File: src/rtl/fact_bcd_conv.sv
// Result formatter for the factorial accelerator: converts each newly completed
// binary result to packed BCD with a one-bit-per-cycle double-dabble engine.
module fact_bcd_conv #(
  parameter int WIDTH  = 32,
  parameter int DIGITS = 10
) (
  input  logic                  clk,
  input  logic                  reset,
  input  logic                  done_in,
  input  logic [WIDTH-1:0]      result_in,
  output logic [4*DIGITS-1:0]   bcd,
  output logic                  bcd_valid,
  output logic                  busy,
  output logic [3:0]            digit_count
);

  localparam int BCD_W = 4 * DIGITS;
  localparam int CNT_W = $clog2(WIDTH + 1);

  typedef enum logic [1:0] {
    IDLE   = 2'd0,
    SHIFT  = 2'd1,
    FINISH = 2'd2
  } state_t;

  state_t             state;
  logic               done_d;
  logic [WIDTH-1:0]   bin_sr;
  logic [BCD_W-1:0]   scratch;
  logic [CNT_W-1:0]   cnt;
  logic               req;
  logic [BCD_W-1:0]   scratch_adj;
  logic [BCD_W+WIDTH-1:0] shifted;

  // Pre-shift correction: digits of 5 or more get +3 so they carry correctly
  // into the next digit once doubled; 4-bit add, no inter-digit carry.
  function automatic logic [BCD_W-1:0] dabble_adjust(input logic [BCD_W-1:0] s);
    logic [BCD_W-1:0] r;
    logic [3:0]       d;
    r = s;
    for (int i = 0; i < DIGITS; i++) begin
      d = s[4*i +: 4];
      if (d >= 4'd5) r[4*i +: 4] = d + 4'd3;
    end
    return r;
  endfunction

  // Highest nonzero digit position plus one; an all-zero value still shows one digit.
  function automatic logic [3:0] count_digits(input logic [BCD_W-1:0] b);
    logic [3:0] n;
    n = 4'd1;
    for (int i = 0; i < DIGITS; i++) begin
      if (b[4*i +: 4] != 4'd0) n = 4'(i + 1);
    end
    return n;
  endfunction

  assign req         = done_in & ~done_d;
  assign scratch_adj = dabble_adjust(scratch);
  assign shifted     = {scratch_adj, bin_sr} << 1;

  always_ff @(posedge clk or negedge reset) begin
    if (!reset) begin
      state       <= IDLE;
      done_d      <= 1'b0;
      bin_sr      <= '0;
      scratch     <= '0;
      cnt         <= '0;
      bcd         <= '0;
      bcd_valid   <= 1'b0;
      busy        <= 1'b0;
      digit_count <= 4'd0;
    end else begin
      done_d <= done_in;
      case (state)
        IDLE: begin
          if (req) begin
            bin_sr    <= result_in;
            scratch   <= '0;
            cnt       <= '0;
            busy      <= 1'b1;
            bcd_valid <= 1'b0;
            state     <= SHIFT;
          end
        end
        SHIFT: begin
          scratch <= shifted[BCD_W+WIDTH-1:WIDTH];
          bin_sr  <= shifted[WIDTH-1:0];
          cnt     <= cnt + CNT_W'(1);
          if (cnt == CNT_W'(WIDTH - 1)) state <= FINISH;
        end
        FINISH: begin
          bcd         <= scratch;
          digit_count <= count_digits(scratch);
          bcd_valid   <= 1'b1;
          busy        <= 1'b0;
          state       <= IDLE;
        end
        default: begin
          busy  <= 1'b0;
          state <= IDLE;
        end
      endcase
    end
  end

endmodule

File: config.mk
export PLATFORM = sky130hd
export DESIGN_NAME = fact_bcd_conv
export DESIGN_NICKNAME = d
export VERILOG_FILES = /design/src/rtl/fact_bcd_conv.sv
export SDC_FILE = /design/constraint.sdc
export NUM_CORES = 1
export LEC_CHECK = 0
export BUFFER_PORTS_ARGS = -buffer_cell sky130_fd_sc_hd__buf_4
export CORE_MARGIN = 4
export CORE_UTILIZATION = 60
export DETAILED_ROUTE_END_ITERATION = 10
export PLACE_DENSITY = 0.85
export SETUP_SLACK_MARGIN = 0.1
export SLEW_MARGIN = 10
export SYNTH_ARGS = -nofsm -noshare
export SYNTH_HDL_FRONTEND = slang
export SYNTH_SLANG_ARGS = --single-unit
File: constraint.sdc
create_clock -name clk -period 3.2 [get_ports clk]
set_input_delay 0.64 -clock clk [delete_from_list [all_inputs] [get_ports clk]]
set_output_delay 0.64 -clock clk [all_outputs]
set_load 0.05 [all_outputs]
==> impl_metrics.csv <==
group,metric,value,unit
outcome,status,"complete, no violations",
global_route,met1_usage,31.6,%
pwr,power_density,1050,mW/mm2
synthesis,yosysWarnings,0,
finish,final_common_cell,"nand2_1",
timing,max_freq,0.455,GHz
finish,regArea,0.00318,mm2
floorplan,fp.dieW,107,um
worst_setup_path,cp.required,3.55,ns
timing,rsz0062_at_grt,"no",
hold_path,worstHoldPathType,"in -> async",
timing,setup-violations-final,0,
clock_tree,cts_buffer_depth,2,
timing,fin_crit_sh,68.7,%
synthesis,yosysTopAreaCell,"dfrtp_1",
clock_tree,post_cts_buffers,0,
clock_tree,tritoncts,"built",
global_route,grt_pass1_wl,23000,um
place,placed_area,0.00661,mm2
clock_tree,postCtsResizedCells,0,
place,dp_hpwl,8670,um
finish,multi_input_area,0.00251,mm2
place,gp_congestion,0.840,
worst_setup_path,cp-startpoint,"state[1]$_DFFE_PN0P_",
global_route,antenna_found_initial,0,
floorplan,io_pins,81,
synthesis,syn_area_per_cell,9.73,um2
global_route,grt_usage,25.2,%
worst_setup_path,endpoint_kind,"flop",
finish,nNetsFinal,738,
finish,mostFrequentLayoutCells,"nand2_1, dfrtp_1, buf_4, o21ai_0, nand3_1",
pwr,power.leakage,3.50,nW
clock_tree,cts_made_buffers,17,
place,io_buffers,80,
timing,relSlewSlack,22.6,%
finish,finalNonFillerCells,823,
global_route,globalRouteMet3Util,6.56,%
synthesis,synth_cell_types,34,
floorplan,die-area,0.0115,mm2
drt,antenna_left,0,
pwr,ir_worst_vdd,0.569,mV
worst_setup_path,startpoint_type,"flop",
drt,drc,0,
floorplan,core_area,0.00942,mm2
drt,firstDrtPassIters,5,
drt,wirelength,13400,um
drt,vias_per_cell,5.78,
synthesis,yosys-top-cells-area,"dfrtp_1, nand2_1, o21ai_0",
worst_setup_path,cp_max_fo,22,
synthesis,syn_area,0.00589,mm2
drt,avgRoutedWirePerCell,16.3,um
worst_setup_path,reg2reg_from,"state[1]$_DFFE_PN0P_",
clock_tree,clockRootBuffer,"clkbuf_8",
clock_tree,cts_max_level,4,
timing,slew_viol_final,0,
worst_setup_path,arrival,2.55,ns
finish,nFillCells,639,
worst_setup_path,path_class,"reg -> reg",
floorplan,num_rows,35,
finish,area_growth,22.1,%
timing,period_needed,2.20,ns
global_route,busiest_layer,"met2",
synthesis,syn-num-nets,662,
run,cap_violations,0,
finish,diodes,0,
global_route,gr-total-overflow,0,
clock_tree,path_clk_slew,0.06,ns
timing,finalSetupTns,0,ns
drt,drt_iter0_markers,270,
synthesis,netlist_instances,606,
finish,stdcell_area,0.00720,mm2
timing,tightest_slew,1.16,ns
synthesis,ys_seq_area_share,53.9,%
global_route,grt_max_degree,64,
timing,finalHoldViolations,0,
synthesis,synth_top_area_share,53.9,%
place,place_inst,792,
floorplan,initial_core_util,62.6,%
floorplan,die_h,107,um
timing,fin_skew,0.00830,ns
drt,dr_total_vias,4754,
clock_tree,cts_num_sinks,127,
clock_tree,clkLatencyLatePin,0.52,ns
finish,drive_above_1_share,20.7,%
clock_tree,hold_buffers,0,
synthesis,synth-seq-cells,127,
global_route,grt_pass1_vias,4790,
global_route,use_met2,42.2,%
power breakdown:
part	leakage, nW	switching (mW)	internal [mW]
sequential	1.66	0.525	2.19
clock	0.279	0.682	1.22
combinational	1.57	1.81	1.17
total	3.50	3.01	4.58
layer usage:
metal / up-vias / share of wire (%)
li1: 2242 / -
met1: 2305 / 41
met2: 180 / 50
met3: 27 / 7.0
met4: 0 / 1.9
met5: - / 0
critical path, stage by stage (launching register included):
cell and delay, ns:
dfrtp_1 0.47, or4b_1 0.95, buf_4 0.37, nand3_1 0.10, o21ai_0 0.12
final timing paths:
path	endpoint	slack, ns	depth (start not counted)
max reg2reg	scratch[6]$_DFFE_PN0P_	1.00	4
max	scratch[6]$_DFFE_PN0P_	1.00	4
min in group clk	done_d$_DFF_PN0_	0.24	1
max in group asynchronous	bcd[37]$_DFFE_PN0P_	2.23	2
min reg2reg	bcd[14]$_DFFE_PN0P_	0.47	2
min	bcd[14]$_DFFE_PN0P_	0.16	1
Yosys cell counts:
cell type,instances
nand2_1,155
dfrtp_1,127
o21ai_0,63
nand3_1,32
a22oi_1,31
ha_1,21
inv_1,21
a21oi_1,19
clkbuf_1,17
nor3b_1,13
buf_2,12
nand2b_1,12
o31ai_1,12
xnor2_1,11
a32o_1,10
mux2_2,10
nor2_1,8
or3b_2,5
buf_1,4
xor2_1,4
nor3_1,3
a211oi_1,2
nand4_1,2
nor2b_1,2
a31oi_1,1
buf_4,1
nand2_8,1
nor4b_1,1
nor4b_2,1
nor4b_4,1
o2111ai_1,1
o21a_1,1
or2b_1,1
or4b_1,1
layout make-up:
class	count	area share, %
Multi-Input combinational cell	424	34.9
Clock buffer	20	6.19
Inverter	21	1.09
Clock inverter	11	1.95
Sequential cell	127	44.1
Tap cell	129	2.24
Timing Repair Buffer	91	9.49
per-stage QoR:
stage	power (mW)	setup slack, ns	utilization [%]	hold slack (ns)
global placement	5.44	0.917	70.2	0.459
floorplan	4.82	1.48	-	0.344
detailed placement	5.63	0.843	70.2	0.464
global route	8.10	0.862	76.5	0.223
finish	7.59	1.00	76.5	0.157
CTS	7.61	0.998	76.5	0.199
registers in the layout (all words and copies together) (netlist names):
signal       count
bcd             40
scratch         40
bin_sr          32
cnt              6
digit_count      4
state            2
bcd_valid        1
busy             1
done_d           1
logic make-up (layout without fill, tap and decap cells):
logic type | after synthesis | in the layout | share of synthesized area (%)
AND/OR/NAND/NOR | 238 | 238 | 18.9
AO/OA/AOI/OAI | 140 | 140 | 14.8
flip-flops | 127 | 127 | 53.9
buffers and inverters | 55 | 143 | 3.82
adder cells (fa/ha/maj) | 21 | 21 | 4.46
XOR/XNOR | 15 | 15 | 2.23
multiplexers | 10 | 10 | 1.91
Power figures use the tool's default switching activity.
